File: src/rtl/pipe_elastic_if.sv
// Handshake bundle for pipe_elastic: upstream beat, downstream beat, flush and occupancy.
// The slave modport is the pipeline itself; master is whoever drives and consumes it.
interface pipe_elastic_if #(
    parameter int WIDTH = 32,
    parameter int N     = 2
);
    localparam int CW = $clog2(N + 1);

    logic             i_flush;
    logic             i_valid;
    logic             o_ready;
    logic [WIDTH-1:0] i_data;
    logic             o_valid;
    logic             i_ready;
    logic [WIDTH-1:0] o_data;
    logic [CW-1:0]    o_count;

    modport master (
        output i_flush, i_valid, i_data, i_ready,
        input  o_ready, o_valid, o_data, o_count
    );

    modport slave (
        input  i_flush, i_valid, i_data, i_ready,
        output o_ready, o_valid, o_data, o_count
    );
endinterface

File: src/rtl/pipe_elastic.sv
// N-stage WIDTH-bit elastic pipeline: valid/ready on both sides, bubble collapsing,
// synchronous flush and a registered occupancy counter.
module pipe_elastic #(
    parameter int WIDTH     = 32,
    parameter int N         = 2,
    parameter int WithReset = 0
) (
    input  logic          clk,
    input  logic          reset,
    pipe_elastic_if.slave bus
);
    localparam int CW = $clog2(N + 1);

    logic [N-1:0]     vld_r;
    logic [WIDTH-1:0] dat_r [N];
    logic [CW-1:0]    count_r;

    logic [N-1:0]     rdy_s;
    logic [N-1:0]     vin_s;
    logic [WIDTH-1:0] din_s [N];
    logic             in_xfer_s;
    logic             out_xfer_s;

    // Stage k is ready when any stage from k to the output is empty or the sink accepts.
    always_comb begin : rdy_chain
        logic acc;
        acc = bus.i_ready;
        for (int k = N - 1; k >= 0; k--) begin
            acc      = acc | ~vld_r[k];
            rdy_s[k] = acc;
        end
    end

    // Source of each stage: upstream port for stage 0, previous stage otherwise.
    always_comb begin
        vin_s[0] = bus.i_valid;
        din_s[0] = bus.i_data;
        for (int k = 1; k < N; k++) begin
            vin_s[k] = vld_r[k-1];
            din_s[k] = dat_r[k-1];
        end
    end

    // The pipeline must not look ready while it is being held in reset.
    assign bus.o_ready = rdy_s[0] & ~reset;
    assign in_xfer_s   = bus.i_valid & bus.o_ready;
    assign out_xfer_s  = vld_r[N-1] & bus.i_ready;

    // Stage valids and occupancy; flush discards everything, including a beat accepted this cycle.
    always_ff @(posedge clk or posedge reset) begin
        if (reset) begin
            vld_r   <= '0;
            count_r <= '0;
        end else if (bus.i_flush) begin
            vld_r   <= '0;
            count_r <= '0;
        end else begin
            for (int k = 0; k < N; k++) begin
                if (rdy_s[k]) begin
                    vld_r[k] <= vin_s[k];
                end
            end
            count_r <= count_r + CW'(in_xfer_s) - CW'(out_xfer_s);
        end
    end

    generate
        if (WithReset != 0) begin : g_dat_rst
            // Data stages with reset; a register only loads when a real beat moves into it.
            always_ff @(posedge clk or posedge reset) begin
                if (reset) begin
                    for (int k = 0; k < N; k++) begin
                        dat_r[k] <= '0;
                    end
                end else begin
                    for (int k = 0; k < N; k++) begin
                        if (rdy_s[k] & vin_s[k]) begin
                            dat_r[k] <= din_s[k];
                        end
                    end
                end
            end
        end else begin : g_dat_norst
            // Data stages without reset; bubbles never toggle the data registers.
            always_ff @(posedge clk) begin
                for (int k = 0; k < N; k++) begin
                    if (rdy_s[k] & vin_s[k]) begin
                        dat_r[k] <= din_s[k];
                    end
                end
            end
        end
    endgenerate

    assign bus.o_valid = vld_r[N-1];
    assign bus.o_data  = dat_r[N-1];
    assign bus.o_count = count_r;
endmodule

File: src/flat_wrapper.sv
// flat-port wrapper written by rule: the top's interface ports become plain ports
module pipe_elastic_flat 
#(
    parameter int WIDTH     = 32,
    parameter int N         = 2,
    parameter int WithReset = 0
)
  (clk, reset, bus_i_flush, bus_i_valid, bus_i_data, bus_i_ready, bus_o_ready, bus_o_valid, bus_o_data, bus_o_count);
  pipe_elastic_if #(.WIDTH(WIDTH), .N(N)) bus_i ();
  input  logic clk;
  input  logic reset;
  input wire logic [$bits(bus_i.i_flush)-1:0] bus_i_flush;
  input wire logic [$bits(bus_i.i_valid)-1:0] bus_i_valid;
  input wire logic [$bits(bus_i.i_data)-1:0] bus_i_data;
  input wire logic [$bits(bus_i.i_ready)-1:0] bus_i_ready;
  output wire logic [$bits(bus_i.o_ready)-1:0] bus_o_ready;
  output wire logic [$bits(bus_i.o_valid)-1:0] bus_o_valid;
  output wire logic [$bits(bus_i.o_data)-1:0] bus_o_data;
  output wire logic [$bits(bus_i.o_count)-1:0] bus_o_count;
  assign bus_i.i_flush = bus_i_flush;
  assign bus_i.i_valid = bus_i_valid;
  assign bus_i.i_data = bus_i_data;
  assign bus_i.i_ready = bus_i_ready;
  assign bus_o_ready = bus_i.o_ready;
  assign bus_o_valid = bus_i.o_valid;
  assign bus_o_data = bus_i.o_data;
  assign bus_o_count = bus_i.o_count;
  pipe_elastic #(.WIDTH(WIDTH), .N(N), .WithReset(WithReset)) u_core (.clk(clk), .reset(reset), .bus(bus_i));
endmodule
File: config.mk
export PLATFORM = sky130hd
export DESIGN_NAME = pipe_elastic_flat
export DESIGN_NICKNAME = d
export VERILOG_FILES = /design/src/rtl/pipe_elastic_if.sv /design/src/rtl/pipe_elastic.sv /design/src/flat_wrapper.sv
export SDC_FILE = /design/constraint.sdc
export NUM_CORES = 1
export LEC_CHECK = 0
export CORE_MARGIN = 2
export CORE_UTILIZATION = 25
export CTS_CLUSTER_DIAMETER = 120
export CTS_CLUSTER_SIZE = 24
export DETAILED_ROUTE_END_ITERATION = 10
export PLACE_DENSITY = 0.54
export SLEW_MARGIN = 20
export SYNTH_ARGS = -nofsm -noshare
export SYNTH_HDL_FRONTEND = slang
export SYNTH_SLANG_ARGS = --single-unit
File: constraint.sdc
create_clock -name clk -period 3.5 [get_ports clk]
set_clock_uncertainty 0.15 [all_clocks]
set_input_delay 0.875 -clock clk [delete_from_list [all_inputs] [get_ports clk]]
set_output_delay 0.875 -clock clk [all_outputs]
set_load 0.05 [all_outputs]
==> results of run 1 <==
-- logic make-up (layout without fill, tap and decap cells) --
logic type      Yosys count  after routing  synth area share
fa+ha+maj                 2              2            0.0105
flops                    68             68             0.845
compound gates            2              2           0.00627
buf+inv                  37             95             0.108
simple gates              9              9            0.0209
xor+xnor                  1              1           0.00941
-- synthesized netlist by cell type --
library cell	number	area, um2
sky130_fd_sc_hd__edfxtp_1	64	1920
sky130_fd_sc_hd__nor3_1	1	5.00
sky130_fd_sc_hd__nand2b_1	1	6.26
sky130_fd_sc_hd__ha_1	2	25.0
sky130_fd_sc_hd__xnor3_1	1	22.5
sky130_fd_sc_hd__buf_4	32	240
sky130_fd_sc_hd__inv_1	5	18.8
sky130_fd_sc_hd__nor2_1	3	11.3
sky130_fd_sc_hd__and3b_1	1	8.76
sky130_fd_sc_hd__nor2b_1	1	6.26
sky130_fd_sc_hd__o21ba_2	1	10.0
sky130_fd_sc_hd__a21oi_1	1	5.00
sky130_fd_sc_hd__and2_1	2	12.5
sky130_fd_sc_hd__dfrtp_1	4	100
-- worst max-delay path: cells and delay by family --
kind,cells,cell delay [ps]
AND/OR/NAND/NOR,2,440
buffers and inverters,2,650
-- through the flow --
step	util	setup slack, ps	cells	hold slack (ps)
after floorplan	-	496	119	250
after global placement	0.333	534	290	251
after detailed placement	0.333	507	290	255
after CTS	0.356	509	306	272
after global routing	0.356	480	306	277
final	0.356	514	306	271
-- registers in the layout (all words and copies together), names as in the netlist --
register / flops
u_core.dat_r: 64
u_core.bus.o_count: 2
u_core.vld_r: 2
-- power groups by stage --
stage	Clock [W]	Sequential, W	Combinational [W]
2_1_floorplan	0	0.000980	0.000110
3_3_place_gp	0	0.000968	0.000197
3_5_place_dp	0	0.000971	0.000199
4_1_cts	0.000721	0.000953	0.000199
5_1_grt	0.000753	0.000956	0.000206
6_report	0.000690	0.000952	0.000196
-- worst max path at each step --
stage          depth (start not counted)  slack [ps]                 end        start
2_1_floorplan                          2         500  u_core.dat_r[0][0]  bus_i_ready
3_3_place_gp                           4         530         bus_o_ready  bus_i_ready
3_5_place_dp                           4         510         bus_o_ready  bus_i_ready
4_1_cts                                4         510         bus_o_ready  bus_i_ready
5_1_grt                                4         480         bus_o_ready  bus_i_ready
6_report                               4         510         bus_o_ready  bus_i_ready
-- routing by layer --
metal | vias up | wire length [um] | share of wire | track usage
li1 | 503 | - | - | -
met1 | 506 | 1520 | 0.39 | 0.0839
met2 | 50 | 1900 | 0.49 | 0.122
met3 | 9 | 386 | 0.099 | 0.0431
met4 | 2 | 75 | 0.019 | 0.0523
met5 | - | 12 | 0.0031 | 0
-- area by class of cell --
class                      count  area [um2]
tap                          129         161
inverter                       5        18.8
clock buffer                   9         124
multi-input combinational     14         121
clock inverter                 7        91.3
sequential                    68        2020
fill                         911        5970
timing repair buffer          74         771
==> run metrics, run 1 <==
result of the run=complete, no violations; remaining number of nets flagged by the antenna check after routing=0; max-capacitance violation count=0; maximum ir drop on the vdd rail=0.160 mV; Reg2Reg Launch Point=u_core.vld_r[1]; number of clock buffers inserted by TritonCTS=9; synthesis-to-finish area growth=38.3%; largest net degree at the start of global routing=33; Die Span Y=102 um; Top-Level Pins=73; library cell contributing the largest single delay on the critical path=sky130_fd_sc_hd__clkdlybuf4s50_1; number of buffers inserted by port buffering=72; Synth Warn #=0; core outline area=0.00928 mm2; Final Setup Violations=0; hold violation total from the final report=0; slew at the pin closest to its max-slew limit=527 ps; via density per instance=approximately 3.5; Max Fclk=~330 MHz; final global-route overflow total=0; fraction of layout instances using a drive strength above 1=0.113; CTS clock-pin slew for the worst setup and hold paths=70 ps; setup total negative slack=0 ps; Hold Startpoint=u_core.dat_r[0][11]; R2R Path End=u_core.bus.o_count[1]; net switching power of the design=~0.00042 W; number of violations reported at the end of detailed-routing iteration 0=18; last weighted congestion value of the routability-driven placer=0.589; via count of the first global-routing pass=~1200; Residual DRC=0; Reg2Reg Depth=6; critical path data required time=2470 ps; crit-path max cell delay=480 ps; global-route wire length before repair=around 5700 um; worst slew margin relative to its limit=0.648; Pre-antenna DRT Iters=4; post-layout power=0.00184 W; Clk pwr share=0.375; worst-path cell chain=clkdlybuf4s50_1, and3b_1, nor2_1, buf_12; Wirelength per Cell=~13 um; per-instance average area after synthesis=20.1 um2; initial core utilization=0.258; number of gates given a new drive strength after cts=0; buffer count from post-CTS setup fixing=0; post-synth net total=158; Die X=102 um; count of unique library cells instantiated by Yosys=14; commonest non-fill, non-tap cell in the layout=sky130_fd_sc_hd__clkdlybuf4s50_1; internal portion of total power=roughly 0.0014 W; vias after detailed routing=1070; DIE AREA=0.0104 mm2; max-slew violation count=0; mapped cell area=between 0.002 and 0.0025 mm2; total wire length=3890 um; Switching Share=0.227; worst-case hold path end point=u_core.dat_r[0][43]; power density cells=555 mW/mm2; startpoint types=input pin; fin crit share=0.853; r2r setup slk=1950 ps; WP data arrival=1960 ps; diode insertion count for antenna repair=0; clock insertion delay at the later pin of the skew report=approximately 330 ps; Longest Clk Path Bufs=2; number of stages on the worst hold path=0; worst min-delay path category=reg -> reg; Seq pwr share=0.518; Final min period=2990 ps; sequential-to-total area share from yosys stat=0.845; kind of capture point of the worst setup path=output pin; final non-filler cell area=0.00331 mm2; leakage component of the power=1.15 nW; TritonCTS clock tree=done; post-synthesis sequential element count=68; total routing usage reported by global routing=0.0792; total placed instance area=0.00309 mm2; most used cells in the layout excluding fill and tap cells=71 x sky130_fd_sc_hd__clkdlybuf4s50_1, 64 x sky130_fd_sc_hd__edfxtp_1, 9 x sky130_fd_sc_hd__clkbuf_8; critical-path maximum fanout=4; unrepaired setup endpoints after global routing=false; Root Buffer Master=sky130_fd_sc_hd__clkbuf_8; Core Rows=35; category of the critical setup timing path=in -> out; proportion of power drawn by combinational gates=0.107; gate count after technology mapping=119; number of clock sinks=68; total of hold buffers inserted after clock tree synthesis=0; final layout net count=211; depth of the CTS H-tree=3; number of antenna violations at the first check in global routing=2
(Power assumes the default switching activity.)
==> run 2: changes to the inputs <==
--- a/config.mk
+++ b/config.mk
@@ -10,8 +10,10 @@
 export CTS_CLUSTER_DIAMETER = 120
 export CTS_CLUSTER_SIZE = 24
 export DETAILED_ROUTE_END_ITERATION = 10
+export GPL_TIMING_DRIVEN = 0
 export PLACE_DENSITY = 0.54
 export SLEW_MARGIN = 20
 export SYNTH_ARGS = -nofsm -noshare
 export SYNTH_HDL_FRONTEND = slang
 export SYNTH_SLANG_ARGS = --single-unit
+export TNS_END_PERCENT = 20
==> constraint.sdc (replaced) <==
create_clock -name clk -period 3.15 [get_ports clk]
set_clock_uncertainty 0.15 [all_clocks]
set_input_delay 0.7875 -clock clk [delete_from_list [all_inputs] [get_ports clk]]
set_output_delay 0.7875 -clock clk [all_outputs]
set_load 0.05 [all_outputs]
==> run 2 against run 1 <==
Compared with the run above: wire length is 0.90% higher; critical path type unchanged; clock-buffer cell count rose by 1; first-iteration DRC count fell by 28%; critical endpoint unchanged; sequential share of layout area fell by 3.7 points.
==> run metrics, run 2 (synthesized netlist as in run 1, its figures left out) <==
fin crit share=0.979; Root Buffer Master=sky130_fd_sc_hd__clkbuf_8; total wire length=3920 um (+0.90%); category of the critical setup timing path=in -> out; startpoint types=input pin; number of placed cells counting well taps=322 (+11%); Pre-antenna DRT Iters=4 (unchanged); worst min-delay path category=reg -> reg; hold violation total from the final report=0 (unchanged); Final Setup Violations=0 (unchanged); worst-path cell chain=clkdlybuf4s50_1, and3b_1, nor2_1, clkdlybuf4s15_1; max-capacitance violation count=0 (unchanged); library cell contributing the largest single delay on the critical path=sky130_fd_sc_hd__clkdlybuf4s50_1; last weighted congestion value of the routability-driven placer=0.595 (+0.98%); buffer count from post-CTS setup fixing=0 (unchanged); count of non-filler cells in the finished layout=338 (+10%); maximum ir drop on the vdd rail=0.276 mV (+73%); Die X=102 um (unchanged); post-layout power=0.00198 W (+7.5%); fill cell instance count of the final layout=914 (+0.33%); Core Rows=35 (unchanged); footprint of the multi-input gates=121 um2 (unchanged); Top-Level Pins=73 (unchanged); kind of capture point of the worst setup path=output pin; final global-route overflow total=0 (unchanged); slew at the pin closest to its max-slew limit=569 ps (+42.1 ps); worst hold slack=270 ps (-0.713 ps); clock insertion delay at the later pin of the skew report=330 ps (about the same); via count of the first global-routing pass=1252 (+8.0%); r2r setup slk=1450 ps (-500 ps); number of antenna violations at the first check in global routing=1 (-1); Storage cell area=0.00202 mm2 (unchanged); most used cells in the layout excluding fill and tap cells=71 x sky130_fd_sc_hd__clkdlybuf4s50_1, 64 x sky130_fd_sc_hd__edfxtp_1, 32 x sky130_fd_sc_hd__buf_4; vias after detailed routing=1188 (+11%); Final min period=3080 ps; number of buffers inserted by port buffering=72 (unchanged); initial core utilization=0.258 (unchanged); critical-path maximum fanout=4 (unchanged); max-slew violation count=0 (unchanged); largest net degree at the start of global routing=22 (-33%); synthesis-to-finish area growth=47.2%; Wirelength per Cell=11.6 um (-8.7%); result of the run=complete, no violations; crit-path max cell delay=510 ps (+30 ps); number of clock sinks=68 (unchanged); WP data arrival=2150 ps (+190 ps); Max Fclk=~320 MHz; core utilization of the finished layout=0.379 (+0.0229); total of hold buffers inserted after clock tree synthesis=0 (unchanged); number of violations reported at the end of detailed-routing iteration 0=13 (-5); commonest non-fill, non-tap cell in the layout=sky130_fd_sc_hd__clkdlybuf4s50_1; core outline area=0.00928 mm2 (unchanged); number of clock buffers inserted by TritonCTS=9 (unchanged); DP HPWL=roughly 2700 um; Residual DRC=0 (unchanged); global-route wire length before repair=5950 um (+3.6%); remaining number of nets flagged by the antenna check after routing=0 (unchanged); Longest Clk Path Bufs=2 (unchanged); register with the highest flop count=u_core.dat_r; critical path data required time=2210 ps (-260 ps); DIE AREA=0.0104 mm2 (unchanged); worst slew margin relative to its limit=0.620 (-0.0281); number of gates given a new drive strength after cts=1 (+1); via density per instance=3.51 (+0.52%); power density cells=561 mW/mm2 (+1.0%); max reg flops=64 (unchanged); leakage component of the power=1.30 nW (+13%); setup total negative slack=0 ps (unchanged); total routing usage reported by global routing=0.0808 (+0.00165); Die Span Y=102 um (unchanged); diode insertion count for antenna repair=0 (unchanged); unrepaired setup endpoints after global routing=false; fraction of layout instances using a drive strength above 1=0.239 (+0.126); depth of the CTS H-tree=3 (unchanged); TritonCTS clock tree=done; CTS clock-pin slew for the worst setup and hold paths=70 ps (about the same); final layout net count=243 (+15%)
run 2: cell count changes in the layout (fill, tap and decap cells not counted), sizes merged:
cell,change
buf,+31
clkinv,+1
clkdlybuf4s15,+1
clkinvlp,-1
clkbuf,+1
bufinv,-1
run 2: final cells by class:
cell class | instances | share of cell area
inverters | 5 | 0.00533
clock buffers | 10 | 0.0362
well taps | 129 | 0.0458
repair buffers | 74 | 0.220
multi-input cells | 14 | 0.0345
flip-flops and latches | 68 | 0.574
clock inverters | 6 | 0.0156
plain buffers | 32 | 0.0682
run 2: stage by stage:
| stage | worst slack (ps) | cell area, um2 |
|---|---|---|
| 5_1_grt | 9.27 | 3520 |
| 2_1_floorplan | 234 | 2390 |
| 6_report | 65.8 | 3520 |
| 4_1_cts | 40.4 | 3520 |
| 3_3_place_gp | -1110 | 3280 |
| 3_5_place_dp | -221 | 3340 |
run 2: worst paths after layout:
check,start,endpoint,depth (start not counted)
max,bus_i_ready,bus_o_ready,4
min,u_core.dat_r[0][3],u_core.dat_r[0][35],0
max reg2reg,u_core.vld_r[1],u_core.dat_r[0][18],3
min reg2reg,u_core.dat_r[0][3],u_core.dat_r[0][35],0
max in group asynchronous,reset,u_core.bus.o_count[1],2
min in group asynchronous,reset,u_core.bus.o_count[0],2
run 2: power breakdown:
part | total [W] | switching [W] | internal (W)
clock network | 0.000677 | 0.000319 | 0.000358
logic | 0.000241 | 0.000128 | 0.000113
registers | 0.00106 | 0.0000131 | 0.00104
run 2: per-layer routing:
metal / GRT usage / wire length, um / vias to the layer above
met5: 0 / 11 / -
met2: 0.124 / 1880 / 44
met4: 0.0554 / 83 / 2
met1: 0.0863 / 1600 / 566
met3: 0.0424 / 347 / 10
li1: - / - / 566
run 2: critical path, delay by kind of cell:
family	cells	cell delay [ps]
buffers and inverters	2	1010
AND/OR/NAND/NOR	2	350
